--- src/rtl/partial_product_stage_if.sv ---
// Operand, adder-tree and product signals of the partial-product stage.
// The slave modport is the stage's view; master is the surrounding datapath.
interface partial_product_stage_if #(
    parameter int EXPONENT   = 4,
    parameter int A_WIDTH    = 16,
    parameter int DATA_WIDTH = 32
);
    localparam int N = 2 ** EXPONENT;

    logic                         in_valid;
    logic                         in_ready;
    logic [A_WIDTH-1:0]           in_a;
    logic [N-1:0]                 in_b;
    logic [N-1:0][DATA_WIDTH-1:0] pp_bus;
    logic [DATA_WIDTH-1:0]        sum_in;
    logic                         out_valid;
    logic                         out_ready;
    logic [DATA_WIDTH-1:0]        out_product;
    logic                         busy;

    modport master (
        output in_valid, in_a, in_b, sum_in, out_ready,
        input  in_ready, pp_bus, out_valid, out_product, busy
    );

    modport slave (
        input  in_valid, in_a, in_b, sum_in, out_ready,
        output in_ready, pp_bus, out_valid, out_product, busy
    );
endinterface

--- src/rtl/partial_product_stage.sv ---
// Partial-product feeder for the multiplier adder tree. Registers the shifted
// partial products, waits SETTLE_CYCLES extra cycles for the combinational
// tree, then captures its sum and holds it until downstream takes it.
//
// state  | meaning
// -------+------------------------------------------------------------
// IDLE   | ready for an operand pair
// SETTLE | pp_bus driven, down-counter running until the tree settles
// HOLD   | product captured, waiting for out_ready
module partial_product_stage #(
    parameter int EXPONENT      = 4,
    parameter int A_WIDTH       = 16,
    parameter int DATA_WIDTH    = 32,
    parameter int SETTLE_CYCLES = 1
) (
    input  logic                    clk,
    input  logic                    rst_n,
    partial_product_stage_if.slave  bus
);
    localparam int N = 2 ** EXPONENT;

    typedef enum logic [1:0] {
        IDLE   = 2'd0,
        SETTLE = 2'd1,
        HOLD   = 2'd2
    } state_t;

    state_t                       state_q;
    state_t                       state_d;
    logic [7:0]                   cnt_q;
    logic [N-1:0][DATA_WIDTH-1:0] pp_q;
    logic [N-1:0][DATA_WIDTH-1:0] pp_d;
    logic [DATA_WIDTH-1:0]        prod_q;
    logic                         accept;
    logic                         settled;

    assign accept  = (state_q == IDLE) && bus.in_valid;
    assign settled = (state_q == SETTLE) && (cnt_q == 8'd0);

    // State register
    always_ff @(posedge clk or negedge rst_n) begin
        if (!rst_n) begin
            state_q <= IDLE;
        end else begin
            state_q <= state_d;
        end
    end

    // Next-state decode
    always_comb begin
        state_d = state_q;
        case (state_q)
            IDLE:    if (bus.in_valid)  state_d = SETTLE;
            SETTLE:  if (cnt_q == 8'd0) state_d = HOLD;
            HOLD:    if (bus.out_ready) state_d = IDLE;
            default: state_d = IDLE;
        endcase
    end

    // Settle timer: loaded on accept, counts down to terminal count zero
    always_ff @(posedge clk or negedge rst_n) begin
        if (!rst_n) begin
            cnt_q <= 8'd0;
        end else if (accept) begin
            cnt_q <= 8'(SETTLE_CYCLES);
        end else if ((state_q == SETTLE) && (cnt_q != 8'd0)) begin
            cnt_q <= cnt_q - 8'd1;
        end
    end

    // Shifted partial products; bits pushed past DATA_WIDTH fall off
    always_comb begin
        pp_d = '0;
        for (int i = 0; i < N; i++) begin
            pp_d[i] = bus.in_b[i] ? (DATA_WIDTH'(bus.in_a) << i) : '0;
        end
    end

    // Partial-product register, stable for the whole transaction
    always_ff @(posedge clk or negedge rst_n) begin
        if (!rst_n) begin
            pp_q <= '0;
        end else if (accept) begin
            pp_q <= pp_d;
        end
    end

    // Product capture once the tree has had its settle time
    always_ff @(posedge clk or negedge rst_n) begin
        if (!rst_n) begin
            prod_q <= '0;
        end else if (settled) begin
            prod_q <= bus.sum_in;
        end
    end

    assign bus.pp_bus      = pp_q;
    assign bus.out_product = prod_q;
    assign bus.in_ready    = (state_q == IDLE);
    assign bus.out_valid   = (state_q == HOLD);
    assign bus.busy        = (state_q != IDLE);
endmodule

--- src/flat_wrapper.sv ---
// flat-port wrapper written by rule: the top's interface ports become plain ports
module partial_product_stage_flat 
#(
    parameter int EXPONENT      = 4,
    parameter int A_WIDTH       = 16,
    parameter int DATA_WIDTH    = 32,
    parameter int SETTLE_CYCLES = 1
)
  (clk, rst_n, bus_in_valid, bus_in_a, bus_in_b, bus_sum_in, bus_out_ready, bus_in_ready, bus_pp_bus, bus_out_valid, bus_out_product, bus_busy);
  partial_product_stage_if #(.EXPONENT(EXPONENT), .A_WIDTH(A_WIDTH), .DATA_WIDTH(DATA_WIDTH)) bus_i ();
  input  logic clk;
  input  logic rst_n;
  input wire logic [$bits(bus_i.in_valid)-1:0] bus_in_valid;
  input wire logic [$bits(bus_i.in_a)-1:0] bus_in_a;
  input wire logic [$bits(bus_i.in_b)-1:0] bus_in_b;
  input wire logic [$bits(bus_i.sum_in)-1:0] bus_sum_in;
  input wire logic [$bits(bus_i.out_ready)-1:0] bus_out_ready;
  output wire logic [$bits(bus_i.in_ready)-1:0] bus_in_ready;
  output wire logic [$bits(bus_i.pp_bus)-1:0] bus_pp_bus;
  output wire logic [$bits(bus_i.out_valid)-1:0] bus_out_valid;
  output wire logic [$bits(bus_i.out_product)-1:0] bus_out_product;
  output wire logic [$bits(bus_i.busy)-1:0] bus_busy;
  assign bus_i.in_valid = bus_in_valid;
  assign bus_i.in_a = bus_in_a;
  assign bus_i.in_b = bus_in_b;
  assign bus_i.sum_in = bus_sum_in;
  assign bus_i.out_ready = bus_out_ready;
  assign bus_in_ready = bus_i.in_ready;
  assign bus_pp_bus = bus_i.pp_bus;
  assign bus_out_valid = bus_i.out_valid;
  assign bus_out_product = bus_i.out_product;
  assign bus_busy = bus_i.busy;
  partial_product_stage #(.EXPONENT(EXPONENT), .A_WIDTH(A_WIDTH), .DATA_WIDTH(DATA_WIDTH), .SETTLE_CYCLES(SETTLE_CYCLES)) u_core (.clk(clk), .rst_n(rst_n), .bus(bus_i));
endmodule
--- config.mk ---
export PLATFORM = sky130hd
export DESIGN_NAME = partial_product_stage_flat
export DESIGN_NICKNAME = d
export VERILOG_FILES = /design/src/rtl/partial_product_stage_if.sv /design/src/rtl/partial_product_stage.sv /design/src/flat_wrapper.sv
export SDC_FILE = /design/constraint.sdc
export NUM_CORES = 1
export LEC_CHECK = 0
export CAP_MARGIN = 15
export CORE_AREA = 5 5 233 235
export CTS_CLUSTER_DIAMETER = 30
export DETAILED_ROUTE_END_ITERATION = 8
export DIE_AREA = 0 0 238 240
export PLACE_DENSITY = 0.58
export SLEW_MARGIN = 20
export SYNTH_ARGS = -nofsm -noshare
export SYNTH_HDL_FRONTEND = slang
export SYNTH_SLANG_ARGS = --single-unit
--- constraint.sdc ---
create_clock -name clk -period 5.1 [get_ports clk]
set_input_delay 0.51 -clock clk [delete_from_list [all_inputs] [get_ports clk]]
set_output_delay 0.51 -clock clk [all_outputs]
set_load 0.02 [all_outputs]
==> flow_summary.json, run 1 <==
{
  "status": "complete, no violations",
  "clockBufferDepth": 3,
  "synthCells": 1523,
  "syn_avg_cell_area_um2": 9.106,
  "rsz0062_at_grt": "false",
  "cts_setup_buffers": 0,
  "cts-buffers-inserted": 88,
  "ys_top_cells_by_area": "dfrtp_1 54%, nand2_1 14%, buf_4 14%",
  "numPortBuffers": 358,
  "track_usage": 0.1554,
  "coreArea_mm2": 0.05202,
  "p_per_area_mw_per_mm2": 768.3,
  "crit_required_ns": 4.59,
  "route.final.wire_length_mm": 47.39,
  "worst_pin_slew_ns": 1.021,
  "n_antenna_cell": 0,
  "grt_overflow": 0,
  "grtUsageMet1": 0.2024,
  "chipHeight_um": 240,
  "ioPinCount": 615,
  "mappedNetlistArea_mm2": 0.01387,
  "setup_ws_ns": 2.449,
  "firstDrtPassIters": 5,
  "synth_cell_types": 33,
  "cts_root_buffer": "clkbuf_16",
  "fin_skew_ns": 0.03512,
  "cts_resized": 0,
  "crit_fanout": 4,
  "fin_setup_tns_ns": 0,
  "critPathCaptureType": "primary output",
  "holdCritPathClass": "primary input to flip-flop",
  "use_met3": 0.04531,
  "place.gp.congestion": 0.7693,
  "fin_crit_sh": 0.5198,
  "hpwlAfterDp_mm": 30.14,
  "layoutNonFillerInstCount": 2625,
  "yosysSeqAreaShare": 0.5377,
  "synth_top_family_by_area": "simple AND/OR/NAND/NOR gates",
  "slew_headroom": 0.3171,
  "rows": 84,
  "final_hold_viol_count": 0,
  "vias": 11060,
  "final_cell_mix": "517 x nand2_1, 353 x clkdlybuf4s50_1, 298 x dfrtp_1",
  "grt_pass1_wl_mm": 68.03,
  "final_layout_size_suffix_gt1_frac": 0.1131,
  "yosysTopAreaCellShare": 0.5377,
  "drcViolationCount": 0,
  "cap_violations": 0,
  "clk_latency_ns": 0.62,
  "nFillCells": 5103,
  "syn2layout_area_growth_pct": 44.46,
  "die_area_mm2": 0.05712,
  "avgRoutedWirePerCell_um": 18.05,
  "final_area_mm2": 0.02003,
  "leakage_uw": 0.01014,
  "rrSetupSlack_ns": 2.48,
  "antenna_found_initial": 0,
  "finalCriticalPeriod_ns": 2.651,
  "htreeDepth": 3,
  "start_kind": "flip-flop",
  "synth_xor_area_frac": 0.0006315,
  "grt_max_degree": 123,
  "total_power_uw": 15390,
  "cts.sinks": 298,
  "antenna_violating_nets_post_route": 0,
  "start_util": 0.2666,
  "ir_worst_vdd_mv": 0.3411,
  "clkTransAtPathRegs_ns": 0.05,
  "setup_viol": 0,
  "muxShareOfSynthArea": 0.03681,
  "critPathKind": "flip-flop to primary output",
  "busiest_layer": "met2",
  "place_worst_setup_slack_ns": 2.379,
  "synth_compound_area_frac": 0.005233,
  "synthAdderAreaFrac": 0.001804,
  "finalNetCount": 1936,
  "grtUsageMet2": 0.2456,
  "fmax_mhz": 377.2,
  "drt_iter0_drc": 756,
  "synth_top_area_cell": "dfrtp_1",
  "numPlacedInstances": 2463,
  "layout_commonest_cell": "nand2_1",
  "ys_seq_elements": 298,
  "final_max_slew_viol_count": 0,
  "grt_pass1_vias": 10850,
  "synthSimpleGateAreaFrac": 0.2423,
  "detail_route.vias_per_cell": 4.211,
  "ys_warn_count": 0,
  "cts_tree": "yes",
  "die_x_um": 238,
  "arrival_ns": 2.14,
  "placed_area_mm2": 0.01706
}
-- state kept, by name, indices dropped and copies added (netlist names) --
| signal | count |
|---|---|
| u_core.cnt_q | 8 |
| u_core.bus.pp_bus | 256 |
| u_core.state_q | 2 |
| u_core.bus.out_product | 32 |
-- final cells by class --
class,instances,area (µm²),area share
sequential,298,7457,0.3722
multi-input combinational,1095,4949,0.2470
timing repair buffer,379,3791,0.1892
clock buffer,117,2512,0.1254
tap,688,860.8,0.04297
clock inverter,44,449.2,0.02242
inverter,4,15.01,0.0007494
-- cells by family (layout without fill, tap and decap cells) --
family | Yosys count | count (layout)
buffers and inverters | 385 | 544
AOI/OAI and AO/OA | 9 | 9
and+or+nand+nor | 791 | 791
other | 1 | 256
xor gates and xnor gates | 1 | 1
DFF | 298 | 298
muxes | 36 | 36
adders and majority gates | 2 | 2
-- routing by layer --
metal  wire, µm  up-vias  share of wire
met5          0        -              0
met1      19460     5376           0.41
li1           -     5052              -
met3       4522       65          0.095
met4       1020        0          0.022
met2      22390      562           0.47
-- what timing repair did --
item | in CTS | in global routing
endpoints found under the hold margin | 71 | 0
setup endpoints to repair | 0 | 0
hold buffers | 1 | 0
-- synthesized netlist by cell type --
cell type  number
inv_1           4
nor2b_1         1
a21bo_2         1
nor2_1          3
conb_1          1
buf_4         256
nand4_1         1
nor3b_1         1
o311ai_0        1
nor3_4          1
mux2_2          4
o21ai_0         3
nand3_1       259
and2_1          1
nand2b_1        1
dfrtp_1       298
nor4_1          1
a21boi_0        1
xnor2_1         1
a31o_2          1
a2111oi_2       1
mux2i_1         3
or4_4           2
a211oi_1        1
buf_2           1
or4b_4          1
buf_1           8
nand3_4         1
buf_6           3
ha_1            2
nand2_1       518
clkbuf_1      113
mux2_4         29
-- worst paths after layout --
| check | to | from | cells after the start |
|---|---|---|---|
| setup reg to reg | u_core.bus.pp_bus[41] | u_core.state_q[0] | 5 |
| min in group asynchronous | u_core.bus.pp_bus[11] | rst_n | 2 |
| setup / recovery | bus_in_ready | u_core.state_q[0] | 2 |
| hold / removal | u_core.bus.pp_bus[112] | bus_in_a[13] | 3 |
| max in group asynchronous | u_core.bus.pp_bus[200] | rst_n | 3 |
| hold reg to reg | u_core.bus.pp_bus[81] | u_core.bus.pp_bus[81] | 2 |
-- where the power goes --
group,switching (µW),internal (µW)
Clock,1660,3650
Sequential,677,3500
Combinational,3360,2540
Total,5700,9690
-- worst max-delay path: stages, from the launching register on --
cell             delay (ns)
dfrtp_1                0.39
nor2_1                 0.44
clkdlybuf4s50_1        0.71
-- per-stage QoR --
stage | hold slack [ns] | util
finish | 0.4506 | 0.3851
global route | 0.4624 | 0.3851
floorplan | 0.2144 | -
detailed placement | 0.4542 | 0.3280
CTS | 0.4241 | 0.3851
global placement | 0.4484 | 0.3280
No activity file was read; power rests on OpenSTA's default activity.
==> run 2: changes to the inputs <==
CORE_AREA = 5 5 234 236   (was 5 5 233 235)
DIE_AREA = 0 0 239 241   (was 0 0 238 240)
clock period = 2.55 ns   (was 5.1 ns; I/O delays follow)
==> run 2 against run 1 <==
Compared with the run above: critical path depth stayed put; die area up 0.84%; combinational power is 100% higher; global-route usage barely moved; largest cell class unchanged; clock power increased by 96%; hold slack worse by 0.27 ns; first-iteration DRC count down 18%; clock-buffer cell count decreased by 8; routed wire length is 0.40% lower; highest routed layer unchanged; critical endpoint unchanged; clock skew shrank 0.0092 ns.
==> flow_summary.json, run 2 (synthesized netlist as in run 1, its figures left out) <==
{
  "hpwlAfterDp_mm": 31.05,
  "cts-buffers-inserted": 81,
  "pwr-share-clk": 0.339,
  "antenna_violating_nets_post_route": 0,
  "layout_commonest_cell": "nand2_1",
  "coreArea_mm2": 0.05224,
  "vias": 11090,
  "holdCritPathClass": "primary input to asynchronous set/reset pin",
  "detail_route.vias_per_cell": 4.208,
  "fmax_mhz": 424.9,
  "largest_register_ffs": 256,
  "avgRoutedWirePerCell_um": 17.91,
  "final_cell_mix": "517 x nand2_1, 355 x clkdlybuf4s50_1, 298 x dfrtp_1",
  "worst_pin_slew_ns": 0.8288,
  "clkTransAtPathRegs_ns": 0.04,
  "cts.sinks": 298,
  "leakage_uw": 0.01025,
  "endpoint": "bus_in_ready",
  "ioPinCount": 615,
  "finalCriticalPeriod_ns": 2.353,
  "clk_latency_ns": 0.61,
  "finalNetCount": 1954,
  "syn2layout_area_growth_pct": 45.88,
  "rsz0062_at_grt": "false",
  "grt_overflow": 0,
  "crit_required_ns": 2.30,
  "start_util": 0.2655,
  "setup_viol": 0,
  "place.gp.congestion": 0.8014,
  "die_area_mm2": 0.05760,
  "numPortBuffers": 358,
  "nFillCells": 5192,
  "die_x_um": 239,
  "crit_fanout": 4,
  "final_area_mm2": 0.02023,
  "grt_pass1_wl_mm": 68.70,
  "layoutNonFillerInstCount": 2635,
  "track_usage": 0.1552,
  "crit_start": "u_core.state_q[1]",
  "worstReg2RegEnd": "u_core.bus.out_product[15]",
  "final_hold_viol_count": 0,
  "fin_skew_ns": 0.02591,
  "status": "complete, no violations",
  "numPlacedInstances": 2488,
  "slew_headroom": 0.4457,
  "rrSetupSlack_ns": 0.46,
  "antenna_found_initial": 0,
  "route.final.wire_length_mm": 47.20,
  "grt_max_degree": 98,
  "arrival_ns": 2.10,
  "ir_worst_vdd_mv": 0.7334,
  "p_int_uw": 19620,
  "htreeDepth": 3,
  "cts_setup_buffers": 0,
  "switching_share": 0.3620,
  "critPathCaptureType": "primary output",
  "p_per_area_mw_per_mm2": 1520,
  "clockBufferDepth": 3,
  "fin_crit_sh": 0.9229,
  "placed_area_mm2": 0.01737,
  "fin_setup_tns_ns": 0,
  "rr_worst_depth": 5,
  "drt_iter0_drc": 617,
  "critPathKind": "flip-flop to primary output",
  "cap_violations": 0,
  "cts_resized": 0,
  "cts_tree": "yes",
  "seq_power_share": 0.272,
  "final_layout_size_suffix_gt1_frac": 0.1156,
  "cts_root_buffer": "clkbuf_16",
  "rows": 84,
  "firstDrtPassIters": 5,
  "start_kind": "flip-flop",
  "chipHeight_um": 241,
  "final_max_slew_viol_count": 0,
  "p_sw_uw": 11130,
  "r2r-start": "u_core.cnt_q[5]",
  "power_frac_comb": 0.389,
  "grt_pass1_vias": 11120,
  "hold_buffers": 1,
  "drcViolationCount": 0
}
run 2: stage by stage:
step                      total power, µW  hold WS (ns)  setup WS [ns]    util
after detailed placement            20500        0.2233         0.4650  0.3326
after floorplan                     14490      -0.04059         0.6707       -
after global routing                32390        0.2112        0.07617  0.3873
final                               30760        0.1787         0.1967  0.3873
after global placement              20300        0.2214         0.4991  0.3326
after CTS                           31150        0.1616         0.1106  0.3873
run 2: critical path, stage by stage (launching register included):
cell             delay [ns]
dfrtp_1                0.40
nor2_1                 0.39
clkdlybuf4s50_1        0.72
run 2: area by class of cell:
class / count / area, µm² / share of cell area
multi-input cells: 1095 / 4949 / 0.2446
diodes: 1 / 2.502 / 0.0001237
well taps: 688 / 860.8 / 0.04255
repair buffers: 404 / 4101 / 0.2027
inverters: 4 / 15.01 / 0.0007422
clock inverters: 36 / 531.8 / 0.02628
flip-flops and latches: 298 / 7457 / 0.3686
clock buffers: 109 / 2313 / 0.1144
run 2: worst min-delay path by stage:
stage	startpoint	to	slack (ns)	cells past startpoint
global placement	rst_n	u_core.bus.pp_bus[14]	0.22	1
global route	rst_n	u_core.bus.pp_bus[471]	0.21	2
CTS	rst_n	u_core.bus.pp_bus[469]	0.16	2
finish	rst_n	u_core.bus.pp_bus[10]	0.18	2
detailed placement	rst_n	u_core.bus.pp_bus[13]	0.22	1
floorplan	rst_n	u_core.bus.out_product[0]	-0.04	0
run 2: routing by layer:
metal,vias to the layer above,part of all wire,track usage,wire (µm)
met1,5392,0.41,0.1985,19250
li1,5074,-,-,-
met2,548,0.48,0.2481,22550
met5,-,0,0,0
met4,0,0.027,0.06813,1298
met3,75,0.087,0.04228,4107
run 2: power groups by stage:
stage	clock network, µW	logic (µW)	registers (µW)
detailed placement	0	12100	8410
global route	10900	12800	8670
global placement	0	12000	8350
finish	10400	12000	8370
CTS	10600	12100	8390
floorplan	0	3580	10900
